[src/rtl/cp_apb_master_if.sv]
// Host command/response channel and APB initiator bus of cp_apb_master.
// The master modport is the initiator's view; slave is the host/APB-target view.
interface cp_apb_master_if #(
    parameter int ADDR_W = 16,
    parameter int DATA_W = 32
);
    logic              iCmdValid;
    logic              oCmdReady;
    logic              iCmdWrite;
    logic [ADDR_W-1:0] iCmdAddr;
    logic [DATA_W-1:0] iCmdWdata;
    logic              oRspValid;
    logic              iRspReady;
    logic [DATA_W-1:0] oRspRdata;
    logic              oBusy;
    logic              oPsel;
    logic              oPenable;
    logic              oPwrite;
    logic [ADDR_W-1:0] oPaddr;
    logic [DATA_W-1:0] oPwdata;
    logic [DATA_W-1:0] iPrdata;

    modport master (
        input  iCmdValid, iCmdWrite, iCmdAddr, iCmdWdata, iRspReady, iPrdata,
        output oCmdReady, oRspValid, oRspRdata, oBusy,
        output oPsel, oPenable, oPwrite, oPaddr, oPwdata
    );

    modport slave (
        output iCmdValid, iCmdWrite, iCmdAddr, iCmdWdata, iRspReady, iPrdata,
        input  oCmdReady, oRspValid, oRspRdata, oBusy,
        input  oPsel, oPenable, oPwrite, oPaddr, oPwdata
    );
endinterface

[src/rtl/cp_apb_master.sv]
// APB initiator: in-order command queue, fixed SETUP/ACCESS transfers, one-entry read response slot.
// Define CP_APB_BACK2BACK_EN to chain ACCESS directly into the next SETUP (2 cycles per transfer).
module cp_apb_master #(
    parameter int CMD_DEPTH = 4,
    parameter int ADDR_W    = 16,
    parameter int DATA_W    = 32
) (
    input  logic             iClk,
    input  logic             iRsn,
    cp_apb_master_if.master  bus
);
    localparam int PTR_W = $clog2(CMD_DEPTH);
    localparam int CNT_W = PTR_W + 1;

    typedef enum logic [1:0] {S_IDLE, S_SETUP, S_ACCESS} state_t;

    state_t            r_state;
    logic              r_q_write [CMD_DEPTH];
    logic [ADDR_W-1:0] r_q_addr  [CMD_DEPTH];
    logic [DATA_W-1:0] r_q_wdata [CMD_DEPTH];
    logic [PTR_W-1:0]  r_wr_ptr;
    logic [PTR_W-1:0]  r_rd_ptr;
    logic [CNT_W-1:0]  r_count;
    logic              r_cmd_ready;
    logic              r_psel;
    logic              r_penable;
    logic              r_pwrite;
    logic [ADDR_W-1:0] r_paddr;
    logic [DATA_W-1:0] r_pwdata;
    logic              r_rsp_valid;
    logic [DATA_W-1:0] r_rsp_rdata;

    logic              w_push;
    logic              w_pop;
    logic [CNT_W-1:0]  w_count_nxt;
    logic              w_head_write;
    logic              w_head_ok;

    assign w_push       = bus.iCmdValid & r_cmd_ready;
    assign w_pop        = (r_state == S_ACCESS);
    assign w_count_nxt  = r_count + CNT_W'(w_push) - CNT_W'(w_pop);
    assign w_head_write = r_q_write[r_rd_ptr];
    // A read may only start when its data has somewhere to land.
    assign w_head_ok    = (r_count != '0) & (w_head_write | ~r_rsp_valid);

`ifdef CP_APB_BACK2BACK_EN
    logic [PTR_W-1:0] w_nxt_ptr;
    logic             w_nxt_write;
    logic             w_rsp_full_nxt;
    logic             w_nxt_ok;

    assign w_nxt_ptr      = r_rd_ptr + 1'b1;
    assign w_nxt_write    = r_q_write[w_nxt_ptr];
    assign w_rsp_full_nxt = ~r_pwrite | (r_rsp_valid & ~bus.iRspReady);
    assign w_nxt_ok       = (r_count > CNT_W'(1)) & (w_nxt_write | ~w_rsp_full_nxt);
`endif

    // NOTE: queue storage has no reset; r_count alone decides which entries are valid.
    always_ff @(posedge iClk) begin
        if (w_push) begin
            r_q_write[r_wr_ptr] <= bus.iCmdWrite;
            r_q_addr[r_wr_ptr]  <= bus.iCmdAddr;
            r_q_wdata[r_wr_ptr] <= bus.iCmdWdata;
        end
    end

    // NOTE: all state updates use <= so every flop samples pre-edge values.
    always_ff @(posedge iClk or negedge iRsn) begin
        if (!iRsn) begin
            r_wr_ptr    <= '0;
            r_rd_ptr    <= '0;
            r_count     <= '0;
            r_cmd_ready <= 1'b0;
        end else begin
            if (w_push) r_wr_ptr <= r_wr_ptr + 1'b1;
            if (w_pop)  r_rd_ptr <= r_rd_ptr + 1'b1;
            r_count     <= w_count_nxt;
            r_cmd_ready <= (w_count_nxt < CNT_W'(CMD_DEPTH));
        end
    end

    always_ff @(posedge iClk or negedge iRsn) begin
        if (!iRsn) begin
            r_state   <= S_IDLE;
            r_psel    <= 1'b0;
            r_penable <= 1'b0;
            r_pwrite  <= 1'b0;
            r_paddr   <= '0;
            r_pwdata  <= '0;
        end else begin
            case (r_state)
                S_IDLE: begin
                    if (w_head_ok) begin
                        r_state   <= S_SETUP;
                        r_psel    <= 1'b1;
                        r_penable <= 1'b0;
                        r_pwrite  <= w_head_write;
                        r_paddr   <= r_q_addr[r_rd_ptr];
                        r_pwdata  <= w_head_write ? r_q_wdata[r_rd_ptr] : '0;
                    end
                end
                S_SETUP: begin
                    r_state   <= S_ACCESS;
                    r_penable <= 1'b1;
                end
                S_ACCESS: begin
`ifdef CP_APB_BACK2BACK_EN
                    if (w_nxt_ok) begin
                        r_state   <= S_SETUP;
                        r_penable <= 1'b0;
                        r_pwrite  <= w_nxt_write;
                        r_paddr   <= r_q_addr[w_nxt_ptr];
                        r_pwdata  <= w_nxt_write ? r_q_wdata[w_nxt_ptr] : '0;
                    end else begin
                        r_state   <= S_IDLE;
                        r_psel    <= 1'b0;
                        r_penable <= 1'b0;
                    end
`else
                    r_state   <= S_IDLE;
                    r_psel    <= 1'b0;
                    r_penable <= 1'b0;
`endif
                end
                default: begin
                    r_state   <= S_IDLE;
                    r_psel    <= 1'b0;
                    r_penable <= 1'b0;
                end
            endcase
        end
    end

    // Capture has priority over consume; read gating keeps them from colliding.
    always_ff @(posedge iClk or negedge iRsn) begin
        if (!iRsn) begin
            r_rsp_valid <= 1'b0;
            r_rsp_rdata <= '0;
        end else if (r_state == S_ACCESS && !r_pwrite) begin
            r_rsp_valid <= 1'b1;
            r_rsp_rdata <= bus.iPrdata;
        end else if (bus.iRspReady) begin
            r_rsp_valid <= 1'b0;
        end
    end

    assign bus.oCmdReady = r_cmd_ready;
    assign bus.oRspValid = r_rsp_valid;
    assign bus.oRspRdata = r_rsp_rdata;
    assign bus.oBusy     = (r_count != '0) | (r_state != S_IDLE);
    assign bus.oPsel     = r_psel;
    assign bus.oPenable  = r_penable;
    assign bus.oPwrite   = r_pwrite;
    assign bus.oPaddr    = r_paddr;
    assign bus.oPwdata   = r_pwdata;
endmodule

[src/flat_wrapper.sv]
// flat-port wrapper written by rule: the top's interface ports become plain ports
module cp_apb_master_flat 
#(
    parameter int CMD_DEPTH = 4,
    parameter int ADDR_W    = 16,
    parameter int DATA_W    = 32
)
  (iClk, iRsn, bus_iCmdValid, bus_iCmdWrite, bus_iCmdAddr, bus_iCmdWdata, bus_iRspReady, bus_iPrdata, bus_oCmdReady, bus_oRspValid, bus_oRspRdata, bus_oBusy, bus_oPsel, bus_oPenable, bus_oPwrite, bus_oPaddr, bus_oPwdata);
  cp_apb_master_if #(.ADDR_W(ADDR_W), .DATA_W(DATA_W)) bus_i ();
  input  logic iClk;
  input  logic iRsn;
  input wire logic [$bits(bus_i.iCmdValid)-1:0] bus_iCmdValid;
  input wire logic [$bits(bus_i.iCmdWrite)-1:0] bus_iCmdWrite;
  input wire logic [$bits(bus_i.iCmdAddr)-1:0] bus_iCmdAddr;
  input wire logic [$bits(bus_i.iCmdWdata)-1:0] bus_iCmdWdata;
  input wire logic [$bits(bus_i.iRspReady)-1:0] bus_iRspReady;
  input wire logic [$bits(bus_i.iPrdata)-1:0] bus_iPrdata;
  output wire logic [$bits(bus_i.oCmdReady)-1:0] bus_oCmdReady;
  output wire logic [$bits(bus_i.oRspValid)-1:0] bus_oRspValid;
  output wire logic [$bits(bus_i.oRspRdata)-1:0] bus_oRspRdata;
  output wire logic [$bits(bus_i.oBusy)-1:0] bus_oBusy;
  output wire logic [$bits(bus_i.oPsel)-1:0] bus_oPsel;
  output wire logic [$bits(bus_i.oPenable)-1:0] bus_oPenable;
  output wire logic [$bits(bus_i.oPwrite)-1:0] bus_oPwrite;
  output wire logic [$bits(bus_i.oPaddr)-1:0] bus_oPaddr;
  output wire logic [$bits(bus_i.oPwdata)-1:0] bus_oPwdata;
  assign bus_i.iCmdValid = bus_iCmdValid;
  assign bus_i.iCmdWrite = bus_iCmdWrite;
  assign bus_i.iCmdAddr = bus_iCmdAddr;
  assign bus_i.iCmdWdata = bus_iCmdWdata;
  assign bus_i.iRspReady = bus_iRspReady;
  assign bus_i.iPrdata = bus_iPrdata;
  assign bus_oCmdReady = bus_i.oCmdReady;
  assign bus_oRspValid = bus_i.oRspValid;
  assign bus_oRspRdata = bus_i.oRspRdata;
  assign bus_oBusy = bus_i.oBusy;
  assign bus_oPsel = bus_i.oPsel;
  assign bus_oPenable = bus_i.oPenable;
  assign bus_oPwrite = bus_i.oPwrite;
  assign bus_oPaddr = bus_i.oPaddr;
  assign bus_oPwdata = bus_i.oPwdata;
  cp_apb_master #(.CMD_DEPTH(CMD_DEPTH), .ADDR_W(ADDR_W), .DATA_W(DATA_W)) u_core (.iClk(iClk), .iRsn(iRsn), .bus(bus_i));
endmodule
[config.mk]
export PLATFORM = sky130hd
export DESIGN_NAME = cp_apb_master_flat
export DESIGN_NICKNAME = d
export VERILOG_FILES = /design/src/rtl/cp_apb_master_if.sv /design/src/rtl/cp_apb_master.sv /design/src/flat_wrapper.sv
export SDC_FILE = /design/constraint.sdc
export NUM_CORES = 1
export LEC_CHECK = 0
export CAP_MARGIN = 20
export CORE_ASPECT_RATIO = 0.5
export CORE_UTILIZATION = 25
export DETAILED_ROUTE_END_ITERATION = 10
export DONT_BUFFER_PORTS = 1
export PLACE_DENSITY = 0.49
export SLEW_MARGIN = 20
export SYNTH_ARGS = -nofsm -noshare
export SYNTH_HDL_FRONTEND = slang
export SYNTH_SLANG_ARGS = --single-unit
[constraint.sdc]
create_clock -name iClk -period 2.5 [get_ports iClk]
set_input_delay 0.5 -clock iClk [delete_from_list [all_inputs] [get_ports iClk]]
set_output_delay 0.5 -clock iClk [all_outputs]
set_load 0.03 [all_outputs]
Word-level counts from Yosys, hierarchy flattened
Memories as Yosys holds them, arrays and structs flattened. A register that Yosys moved wholly into a read port is not among the register bits.
Index checks and enable logic that the tools add are counted.
{"block": "classes", "order_cmp": 1, "mux": 11, "reduce_logical": 9, "bitwise_logic": 6, "addsub": 4, "eq_ne": 3}
{"operator": "$mux 32", "count": 1}
{"operator": "$mux 1", "count": 6}
{"operator": "$add 2x1->2 const B", "count": 2}
{"operator": "$pmux 1 s2", "count": 2}
{"operator": "$pmux 2 s2", "count": 1}
{"operator": "$reduce_and 2->1", "count": 2}
{"operator": "$reduce_bool 2->1", "count": 2}
{"operator": "$add 3x1->3", "count": 1}
{"operator": "$lt 3x3->1 const B", "count": 1}
{"operator": "$reduce_bool 3->1", "count": 1}
{"operator": "$sub 3x1->3", "count": 1}
{"operator": "$and 1x1->1", "count": 2}
{"operator": "$eq 2x1->1 const B", "count": 1}
{"operator": "$eq 2x2->1 const B", "count": 1}
{"operator": "$logic_not 1->1", "count": 2}
{"operator": "$logic_not 2->1", "count": 1}
{"operator": "$mux 2", "count": 1}
{"operator": "$ne 2x1->1 const B", "count": 1}
{"operator": "$not 1->1", "count": 2}
{"operator": "$or 1x1->1", "count": 2}
{"operator": "$logic_and 1x1->1", "count": 1}
{"block": "word_totals", "regBits": 78, "n_memories": 3, "ram_bits": 196, "in_bits": 85, "word_cells": 48}
{"name": "u_core.r_q_wdata", "depth": 4, "width": 32, "rd": 1, "rd_clocked_by_memory_dff": 0, "write_ports": 1, "line_no": "cp_apb_master.sv:20", "rtl": "logic [DATA_W-1:0] r_q_wdata [CMD_DEPTH];"}
{"name": "u_core.r_q_addr", "depth": 4, "width": 16, "rd": 1, "rd_clocked_by_memory_dff": 1, "write_ports": 1, "line_no": "cp_apb_master.sv:19", "rtl": "logic [ADDR_W-1:0] r_q_addr [CMD_DEPTH];"}
{"name": "u_core.r_q_write", "depth": 4, "width": 1, "rd": 1, "rd_clocked_by_memory_dff": 0, "write_ports": 1, "line_no": "cp_apb_master.sv:18", "rtl": "logic r_q_write [CMD_DEPTH];"}

Longest topological paths before layout
Gate-level depths: netlist of run 1.
{"block": "logic_depth", "depth_word": 5, "ltp_mapped": 9, "depth_no_buf": 9}

Least setup slack after synthesis of run 1
Ideal clock, no wire load.
{"block": "synth_timing", "path_kind": "flip-flop to flip-flop", "start": "register u_core.r_wr_ptr[0]", "end": "memory u_core.r_q_addr[2][0] (enable)", "setup_ns": 0.412, "required_time_ns": 2.088, "period_less_slack_ns": 2.243, "t_arrival_ns": 1.831, "path_slack_ns": 0.257, "path_stages_with_launch": 4, "cell_sequence": "dfrtp_1 > inv_1 > ha_1 > and3_1"}
{"element": "start: declaration", "line_no": "cp_apb_master.sv:21", "rtl": "logic [PTR_W-1:0] r_wr_ptr;"}
{"element": "start signal: assignment", "line_no": "cp_apb_master.sv:75", "rtl": "if (w_push) r_wr_ptr <= r_wr_ptr + 1'b1;"}
{"element": "end: declaration", "line_no": "cp_apb_master.sv:19"}
Straight into the memory's write port.

Worst setup path in the final report of run 1
{"block": "layout_timing", "start": "register u_core.r_rsp_valid (netlist: u_core.bus.oRspValid)", "end": "register u_core.r_pwdata[27] (netlist: u_core.bus.oPwdata[27])"}
{"block": "layout_between", "elab_chain_cells": 4}
{"element": "start: declaration", "line_no": "cp_apb_master.sv:30", "rtl": "logic r_rsp_valid;"}
{"element": "start signal: assignment", "line_no": "cp_apb_master.sv:137", "rtl": "r_rsp_valid <= 1'b0;"}
{"element": "start signal: assignment", "line_no": "cp_apb_master.sv:140", "rtl": "r_rsp_valid <= 1'b1;"}
{"element": "start signal: assignment", "line_no": "cp_apb_master.sv:143", "rtl": "r_rsp_valid <= 1'b0;"}
{"element": "$not 1->1", "line_no": "cp_apb_master.sv:44", "rtl": "assign w_head_ok = (r_count != '0) & (w_head_write | ~r_rsp_valid);"}
{"element": "$or 1x1->1", "line_no": "cp_apb_master.sv:44"}
{"element": "$and 1x1->1", "line_no": "cp_apb_master.sv:44"}
{"element": "$reduce_and 2->1 (no source line)"}
{"element": "end signal: assignment", "line_no": "cp_apb_master.sv:99", "rtl": "r_pwdata <= w_head_write ? r_q_wdata[r_rd_ptr] : '0;"}
{"element": "end: declaration", "line_no": "cp_apb_master.sv:29", "rtl": "logic [DATA_W-1:0] r_pwdata;"}
Every way passes these cells.
A chain may end at the register's enable or synchronous reset.

==> results of run 1 <==
[timing repair]
item                      in CTS  in global routing
setup buffers                  0                  0
hold endpoints to repair     179                 45
hold buffers                  34                 19
[cells in the mapped netlist, types with 4 or more instances]
cell type / instances
mux4_2: 48
buf_4: 10
buf_2: 9
clkbuf_1: 8
a32o_1: 32
inv_1: 11
mux2_1: 14
nand2_1: 4
and3_1: 4
mux2_2: 34
dfrtp_1: 94
ha_1: 6
edfxtp_1: 196
[sequential cells by signal, summed over array words and instances (netlist names)]
signal / flops
u_core.bus.oCmdReady: 1
u_core.r_count: 3
u_core.r_q_addr: 64
u_core.bus.oRspValid: 1
u_core.r_q_wdata: 128
u_core.r_q_write: 4
u_core.r_state: 2
u_core.bus.oPenable: 1
u_core.bus.oPsel: 1
u_core.r_wr_ptr: 2
u_core.r_rd_ptr: 2
u_core.bus.oPwdata: 32
u_core.bus.oPaddr: 16
u_core.bus.oRspRdata: 32
u_core.bus.oPwrite: 1
[per-layer routing]
layer	track usage, %	share of wire (%)	up-vias
met4	2.24	1.7	0
met2	19.7	54	91
met3	2.18	4.3	33
li1	-	-	2171
met1	12.7	39	2757
met5	0	0	-
[worst max-delay path by stage]
stage / startpoint / to / depth (start not counted)
floorplan: u_core.r_wr_ptr[0] / u_core.r_q_addr[2][0] / 3
global placement: u_core.bus.oRspValid / u_core.bus.oPwdata[6] / 5
detailed placement: u_core.bus.oRspValid / u_core.bus.oPwdata[15] / 5
CTS: u_core.bus.oRspValid / u_core.bus.oPwdata[11] / 5
global route: u_core.r_state[1] / u_core.r_count[2] / 9
finish: u_core.bus.oRspValid / u_core.bus.oPwdata[27] / 5
[power by group]
| part | switching, W | total, W | internal (W) |
|---|---|---|---|
| combinational | 0.00207 | 0.00404 | 0.00196 |
| clock | 0.00182 | 0.00428 | 0.00246 |
| sequential | 0.00200 | 0.00835 | 0.00635 |
[per-stage QoR]
step | hold slack (ps) | area (sq um) | instances | power [W] | worst slack [ps]
floorplan | 204 | 10700 | 497 | 0.0112 | 257
global placement | 207 | 11500 | 1065 | 0.0124 | 245
detailed placement | 206 | 11500 | 1065 | 0.0125 | 221
CTS | 0.106 | 12800 | 1153 | 0.0170 | 206
global route | 0.251 | 13000 | 1173 | 0.0175 | 147
finish | 36.5 | 13000 | 1173 | 0.0167 | 268
[layout make-up]
| type | instances | share of cell area, % |
|---|---|---|
| multi-input cells | 169 | 17.7 |
| clock inverters | 15 | 1.27 |
| diodes | 1 | 0.0193 |
| clock buffers | 39 | 5.88 |
| inverters | 11 | 0.318 |
| flip-flops and latches | 290 | 63.5 |
| well taps | 577 | 5.57 |
| repair buffers | 71 | 5.65 |
[cell families after synthesis]
family / after synthesis
and+or+nand+nor: 20
buffers and inverters: 38
muxes: 99
DFF: 290
adders and majority gates: 7
AOI/OAI and AO/OA: 38
xor gates and xnor gates: 5
==> results.py, run 1 <==
metrics = {
    "synthesis": {
        "dominantRegCellSynth": "edfxtp_1",
        "syn_inst": 497,
        "yosysUniqueCellTypes": 30,
        "synth_top_area_share_pct": 55.0,
        "synth_xor_area_share_pct": 0.409,
        "synth_area_leaders": "edfxtp_1, dfrtp_1, mux4_2",
        "synthAdderAreaFrac_pct": 0.889,
        "synth.area.mux_share_pct": 15.4,
        "synth_compound_area_share_pct": 3.43,
        "synth_top_family_by_area": "multiplexers",
        "yosys_warnings": 0,
        "syn_area_per_cell_sq_um": 21.5,
        "yosys.area_share.simple_pct": 1.05,
        "ys_async_sr_fraction_pct": 32.4,
        "synth_area_sq_um": 10700,
        "yosys.area.top_type": "edfxtp_1",
        "synth_nets": 589,
        "synth-seq-area-share_pct": 77.0,
        "synth_edf_count": 196,
        "ys_seq_elements": 290,
    },
    "clock_tree": {
        "htree_levels": 1,
        "numCtsBuffers": 29,
        "clk_pin_slew_ps": 60,
        "cts_root_buffer": "clkbuf_16",
        "cts_buffer_depth": 3,
        "ctsResizeCount": 0,
        "clock_latency_ps": 560,
        "clock-sinks": 290,
        "cts_tree": "yes",
    },
    "final_layout": {
        "syn_to_final_growth_pct": 21.2,
        "multi_input_area_sq_um": 2300,
        "post-route-util_pct": 30.8,
        "mostFrequentLayoutCells": "edfxtp_1, dfrtp_1, dlygate4sd3_1",
        "final_common_cell": "edfxtp_1",
        "drive_gt1_share_pct": 25.5,
        "nFillCells": 4079,
        "seqCellArea_sq_um": 8240,
        "nNetsFinal": 664,
    },
    "global_routing": {
        "grt_pass1_wl_um": 34700,
        "antenna_found_initial": 1,
        "grt.total_usage_pct": 10.6,
        "grt_pass1_vias": 5313,
        "grt_max_degree": 95,
        "overflow": 0,
    },
    "drt": {
        "drc": 0,
        "drtIter0Drc": 308,
        "wire_per_inst_um": 19.9,
        "first_pass_iters": 4,
        "viasPerCell": 4.31,
        "vias": 5052,
        "drt_wl_total_um": 23400,
        "postRouteAntennaNets": 0,
    },
    "timing": {
        "slew_headroom_pct": 51.4,
        "timing_hold_violations_final": 0,
        "rsz0062_at_grt": "false",
        "setup_violations": 0,
        "fin_crit_ps": 2230,
        "maxSlewViolCount": 0,
        "max_freq_mhz": 448,
        "finalSetupTns_ps": 0,
        "worst_pin_slew_ps": 729,
        "fin_crit_sh_pct": 89.3,
        "finalClockSkew_ps": 9.41,
    },
    "floorplanning": {
        "die_y_um": 148,
        "placementRows": 53,
        "core-area_sq_um": 42100,
        "start_util_pct": 25.4,
        "fp.dieArea_sq_um": 43700,
        "die_x_um": 295,
        "pin_count": 171,
    },
    "outcome": {
        "status": "finished, final reports clean",
    },
    "setup_path": {
        "crit_type": "reg -> reg",
        "required_ps": 2950,
        "crit_fanout": 20,
        "path_delay_family": "simple AND/OR/NAND/NOR gates",
        "r2r_slack_ps": 270,
        "cp.arrival_ps": 2680,
        "r2r_start": "u_core.bus.oRspValid",
        "cpPeakStageDelay_ps": 560,
        "start_kind": "register",
        "rr_endpoint": "u_core.bus.oPwdata[27]",
        "cp_cell_sequence": "and2_1, a22oi_2, nand2_2, buf_4, a32o_1",
        "endpoint_kind": "register",
        "crit_buf_inv": 1,
        "slowest_stage": "dfrtp_1",
        "reg2reg_depth": 5,
    },
    "power_and_ir_drop": {
        "power_density_nw_per_um2": 1290,
        "p_leak_nw": 4.49,
        "vdd_ir_drop_max_mv": 0.614,
    },
    "min_path": {
        "whs_path_depth": 0,
        "hold_path.class": "in -> reg",
        "hold_end": "u_core.r_q_addr[0][6]",
        "hp-start": "bus_iCmdAddr[6]",
    },
    "placed_design": {
        "dpl.hpwl_um": 13100,
        "gp_congestion": 0.668,
        "portBuffers": 0,
    },
    "flow_run": {
        "cap_viol_max_count": 0,
    },
}
(Power assumes the default switching activity.)
==> run 2: changes to the inputs <==
- BUFFER_PORTS_ARGS: default -> -buffer_cell sky130_fd_sc_hd__buf_2
- DONT_BUFFER_PORTS: 1 -> default
- PLACE_DENSITY: 0.49 -> 0.53
==> results.py, run 2 (same netlist as run 1, synthesis figures left out) <==
metrics = {
    "global_routing": {
        "antenna_found_initial": 2,
        "overflow": 0,
        "grt_pass1_wl_um": 35900,
        "grt_max_degree": 50,
        "grt.total_usage_pct": 10.7,
        "grt_pass1_vias": 5914,
    },
    "timing": {
        "maxSlewViolCount": 0,
        "slew_headroom_pct": 53.6,
        "setup_violations": 0,
        "timing_hold_violations_final": 0,
        "max_freq_mhz": 423,
        "whs_ps": 155,
        "finalSetupTns_ps": 0,
        "fin_crit_sh_pct": 94.6,
        "rsz0062_at_grt": "false",
        "fin_crit_ps": 2370,
        "finalClockSkew_ps": 10.5,
        "worst_pin_slew_ps": 696,
    },
    "setup_path": {
        "critPathLaunch": "u_core.r_count[1]",
        "endpoint_kind": "output pin",
        "required_ps": 2000,
        "cp.arrival_ps": 1870,
        "r2r_start": "u_core.r_state[1]",
        "start_kind": "register",
        "crit_type": "reg -> out",
        "crit_fanout": 3,
    },
    "final_layout": {
        "syn_to_final_growth_pct": 25.3,
        "mostFrequentLayoutCells": "edfxtp_1, buf_2, dfrtp_1",
        "nNetsFinal": 784,
        "drive_gt1_share_pct": 45.7,
        "final_common_cell": "edfxtp_1",
        "post-route-util_pct": 31.8,
        "nFillCells": 4062,
        "largest_reg_flops": 128,
        "regMostFlops": "u_core.r_q_wdata",
        "top_regs": "u_core.r_q_wdata x128, u_core.r_q_addr x64",
    },
    "power_and_ir_drop": {
        "p_leak_nw": 5.02,
        "power_density_nw_per_um2": 1290,
        "vdd_ir_drop_max_mv": 0.616,
    },
    "clock_tree": {
        "cts_root_buffer": "clkbuf_16",
        "clock-sinks": 290,
        "clock_latency_ps": 550,
        "cts_tree": "yes",
        "numCtsBuffers": 29,
        "clk_pin_slew_ps": 60,
        "htree_levels": 1,
        "cts_buffer_depth": 3,
    },
    "floorplanning": {
        "fp.dieArea_sq_um": 43700,
        "die_y_um": 148,
        "die_x_um": 295,
        "start_util_pct": 25.4,
        "placementRows": 53,
        "pin_count": 171,
        "core-area_sq_um": 42100,
    },
    "drt": {
        "postRouteAntennaNets": 0,
        "drc": 0,
        "drtIter0Drc": 287,
        "viasPerCell": 4.20,
        "vias": 5428,
        "drt_wl_total_um": 23100,
        "first_pass_iters": 4,
        "wire_per_inst_um": 17.9,
    },
    "outcome": {
        "status": "finished, final reports clean",
    },
    "min_path": {
        "hp-start": "bus_iCmdAddr[0]",
        "hold_path.class": "in -> reg",
    },
    "flow_run": {
        "cap_viol_max_count": 0,
    },
    "placed_design": {
        "portBuffers": 170,
        "dpl.hpwl_um": 14300,
        "gp_congestion": 0.714,
    },
}
run 2: cell types whose count changed in the layout (fill, tap and decap cells not counted):
cell / previous run / this run
clkinv_1: 5 / 1
dlygate4sd3_1: 52 / 1
buf_4: 14 / 11
bufinv_16: 3 / 1
buf_16: 1 / 0
clkinv_2: 4 / 1
buf_12: 4 / 10
inv_6: 1 / 2
buf_2: 0 / 169
clkbuf_8: 0 / 8
run 2: timing repair:
action,in CTS,in global routing
hold buffers,1,0
gates resized for setup,0,0
hold endpoints to repair,30,0
setup buffers,0,0
run 2: final timing paths:
| kind | to | slack [ps] | cells past startpoint |
|---|---|---|---|
| max | bus_oBusy | 130 | 3 |
| min | u_core.r_q_addr[1][0] | 150 | 1 |
| max reg2reg | u_core.r_count[2] | 300 | 9 |
| min reg2reg | u_core.bus.oPwdata[10] | 490 | 1 |
| max in group asynchronous | u_core.r_rd_ptr[0] | 1390 | 3 |
| min in group asynchronous | u_core.bus.oPaddr[3] | 460 | 2 |
run 2: worst max-delay path, stage by stage (launching register included):
cell     delay, ps
dfrtp_1        420
nor3_1         460
nand2_1        210
buf_2          230
run 2: metal layers:
| layer | vias up | share of wire, % | global-route usage (%) |
|---|---|---|---|
| met1 | 2921 | 40 | 12.8 |
| li1 | 2405 | - | - |
| met3 | 34 | 3.1 | 1.88 |
| met2 | 66 | 55 | 20.1 |
| met4 | 2 | 1.9 | 2.47 |
| met5 | - | 0.035 | 0 |
run 2: area by class of cell:
class	count	area (sq um)	area share (%)
Multi-Input combinational cell	169	2300	17.2
Inverter	11	41.3	0.308
Clock inverter	7	83.8	0.625
Sequential cell	290	8240	61.5
Antenna cell	1	2.50	0.0187
Tap cell	577	722	5.39
Clock buffer	47	873	6.51
Timing Repair Buffer	191	1140	8.49
run 2: metrics by stage:
| step | std cells | setup WS (ps) | total power [W] | area [sq um] |
|---|---|---|---|---|
| after global routing | 1292 | 45.3 | 0.0182 | 13400 |
| after floorplan | 497 | 257 | 0.0112 | 10700 |
| after detailed placement | 1237 | 315 | 0.0133 | 12400 |
| after global placement | 1237 | 406 | 0.0132 | 12400 |
| final | 1293 | 135 | 0.0173 | 13400 |
| after CTS | 1292 | 91.3 | 0.0176 | 13400 |
run 2: report_power, final:
part | switching [W] | internal, W
clock | 0.00181 | 0.00250
combinational | 0.00366 | 0.00248
sequential | 0.000490 | 0.00637
==> run 3: changes to the inputs <==
--- a/config.mk
+++ b/config.mk
@@ -8,7 +8,6 @@
 export BUFFER_PORTS_ARGS = -buffer_cell sky130_fd_sc_hd__buf_2
-export CAP_MARGIN = 20
 export CORE_ASPECT_RATIO = 0.5
-export CORE_UTILIZATION = 25
+export CORE_UTILIZATION = 35
 export DETAILED_ROUTE_END_ITERATION = 10
-export PLACE_DENSITY = 0.53
+export PLACE_DENSITY = 0.65
 export SLEW_MARGIN = 20
==> constraint.sdc (replaced) <==
create_clock -name iClk -period 2.5 [get_ports iClk]
set_input_delay 0.25 -clock iClk [delete_from_list [all_inputs] [get_ports iClk]]
set_output_delay 0.25 -clock iClk [all_outputs]
set_load 0.03 [all_outputs]
==> results.py, run 3 (same netlist as run 1, synthesis figures left out) <==
metrics = {
    "clock_tree": {
        "clock_latency_ps": 560,
        "numCtsBuffers": 27,
        "postCtsSetupBuffers": 0,
        "clock-sinks": 290,
        "clk_pin_slew_ps": 60,
        "cts_tree": "yes",
        "htree_levels": 1,
        "cts_root_buffer": "clkbuf_16",
        "cts_buffer_depth": 3,
    },
    "timing": {
        "maxSlewViolCount": 0,
        "setup_violations": 0,
        "finalSetupTns_ps": 0,
        "finalClockSkew_ps": 14.5,
        "rsz0062_at_grt": "false",
        "max_freq_mhz": 465,
        "setup_ws_ps": 351,
        "timing_hold_violations_final": 0,
        "fin_crit_ps": 2150,
        "worst_pin_slew_ps": 599,
        "fin_crit_sh_pct": 86.0,
        "slew_headroom_pct": 60.1,
    },
    "drt": {
        "drt_wl_total_um": 22600,
        "drc": 0,
        "viasPerCell": 4.83,
        "wire_per_inst_um": 19.2,
        "postRouteAntennaNets": 0,
        "first_pass_iters": 5,
        "drtIter0Drc": 387,
        "vias": 5712,
    },
    "final_layout": {
        "multi_input_area_sq_um": 2300,
        "n_antenna_cell": 0,
        "seqCellArea_sq_um": 8240,
        "drive_gt1_share_pct": 41.1,
        "regMostFlops": "u_core.r_q_wdata",
        "final_common_cell": "edfxtp_1",
        "largest_reg_flops": 128,
        "mostFrequentLayoutCells": "edfxtp_1, buf_2, dfrtp_1",
        "nFillCells": 2460,
        "fin_area_sq_um": 13900,
        "syn_to_final_growth_pct": 29.7,
        "nNetsFinal": 862,
        "top_regs": "u_core.r_q_wdata x128, u_core.r_q_addr x64",
        "post-route-util_pct": 47.0,
    },
    "global_routing": {
        "overflow": 0,
        "grt_max_degree": 50,
        "grt.total_usage_pct": 14.6,
        "antenna_found_initial": 0,
        "grt_pass1_vias": 6262,
        "grt_pass1_wl_um": 35100,
    },
    "floorplanning": {
        "pin_count": 171,
        "core-area_sq_um": 29500,
        "start_util_pct": 36.3,
        "die_x_um": 249,
        "die_y_um": 126,
        "placementRows": 44,
        "fp.dieArea_sq_um": 31300,
    },
    "setup_path": {
        "start_kind": "register",
        "slowest_stage": "dfrtp_1",
        "critPathMostFrequentCell": "inv_1",
        "cpPeakStageDelay_ps": 460,
        "crit_fanout": 6,
        "crit_type": "reg -> reg",
        "endpoint_kind": "register",
        "required_ps": 2940,
        "cp_cell_sequence": "nor2b_2, ha_1, inv_1, ha_1, inv_1, fa_1, xnor2_1, xor2_1, inv_1",
        "crit_buf_inv": 3,
        "reg2reg_depth": 9,
        "cp.arrival_ps": 2580,
        "worst-path-stages": 9,
        "path_delay_family": "adder cells",
    },
    "flow_run": {
        "cap_viol_max_count": 0,
    },
    "placed_design": {
        "portBuffers": 170,
        "gp_congestion": 0.726,
        "dpl-instance-area_sq_um": 12200,
        "dpl.hpwl_um": 13400,
        "place_ws_ps": 342,
    },
    "power_and_ir_drop": {
        "power_density_nw_per_um2": 1230,
        "p_leak_nw": 5.32,
        "vdd_ir_drop_max_mv": 0.548,
    },
    "min_path": {
        "hold_path.class": "in -> reg",
        "whs_path_depth": 3,
    },
    "outcome": {
        "status": "finished, final reports clean",
    },
}
[run 3: area by class of cell]
type | count | area share [%]
clock buffers | 36 | 5.33
clock inverters | 14 | 1.09
inverters | 11 | 0.298
multi-input cells | 169 | 16.6
flip-flops and latches | 290 | 59.4
well taps | 391 | 3.53
repair buffers | 271 | 13.7
[run 3: path summary, 6_finish.rpt]
kind	start	endpoint	slack [ps]
worst max-delay path	u_core.r_state[1]	u_core.r_count[2]	350
worst min-delay path	bus_iCmdValid	u_core.r_wr_ptr[0]	30
worst max register to register	u_core.r_state[1]	u_core.r_count[2]	350
worst min register to register	u_core.bus.oPwdata[15]	u_core.bus.oPwdata[15]	490
max in group asynchronous	iRsn	u_core.bus.oRspRdata[25]	1510
min in group asynchronous	iRsn	u_core.bus.oPaddr[4]	220
[run 3: metal layers]
metal	vias up	wire length, um	GRT usage (%)
met2	111	12200	26.7
met5	-	0	0
met4	0	468	3.74
li1	2552	-	-
met1	3014	9010	17.7
met3	35	949	3.12
[run 3: per-stage QoR]
step           std cells  hold slack (ps)  power [W]
5_1_grt             1182             31.2     0.0180
3_3_place_gp        1049              260     0.0129
2_1_floorplan        497            -45.6     0.0112
4_1_cts             1182             6.17     0.0174
6_report            1182             33.5     0.0171
3_5_place_dp        1049              262     0.0131
[run 3: power breakdown]
group | switching [W] | leakage (nW) | internal, W
registers | 0.000522 | 2.93 | 0.00637
clock network | 0.00178 | 0.438 | 0.00232
logic | 0.00362 | 1.95 | 0.00251
total | 0.00591 | 5.32 | 0.0112
[run 3: worst min-delay path, cell delays in order]
cell,delay (ps)
buf_2,130
nand2_1,100
xnor2_1,70
[run 3: what timing repair did]
item	CTS	global route
hold endpoints to repair	260	0
endpoints found under the setup margin	0	0
hold buffers	83	0
gates resized for setup	0	0
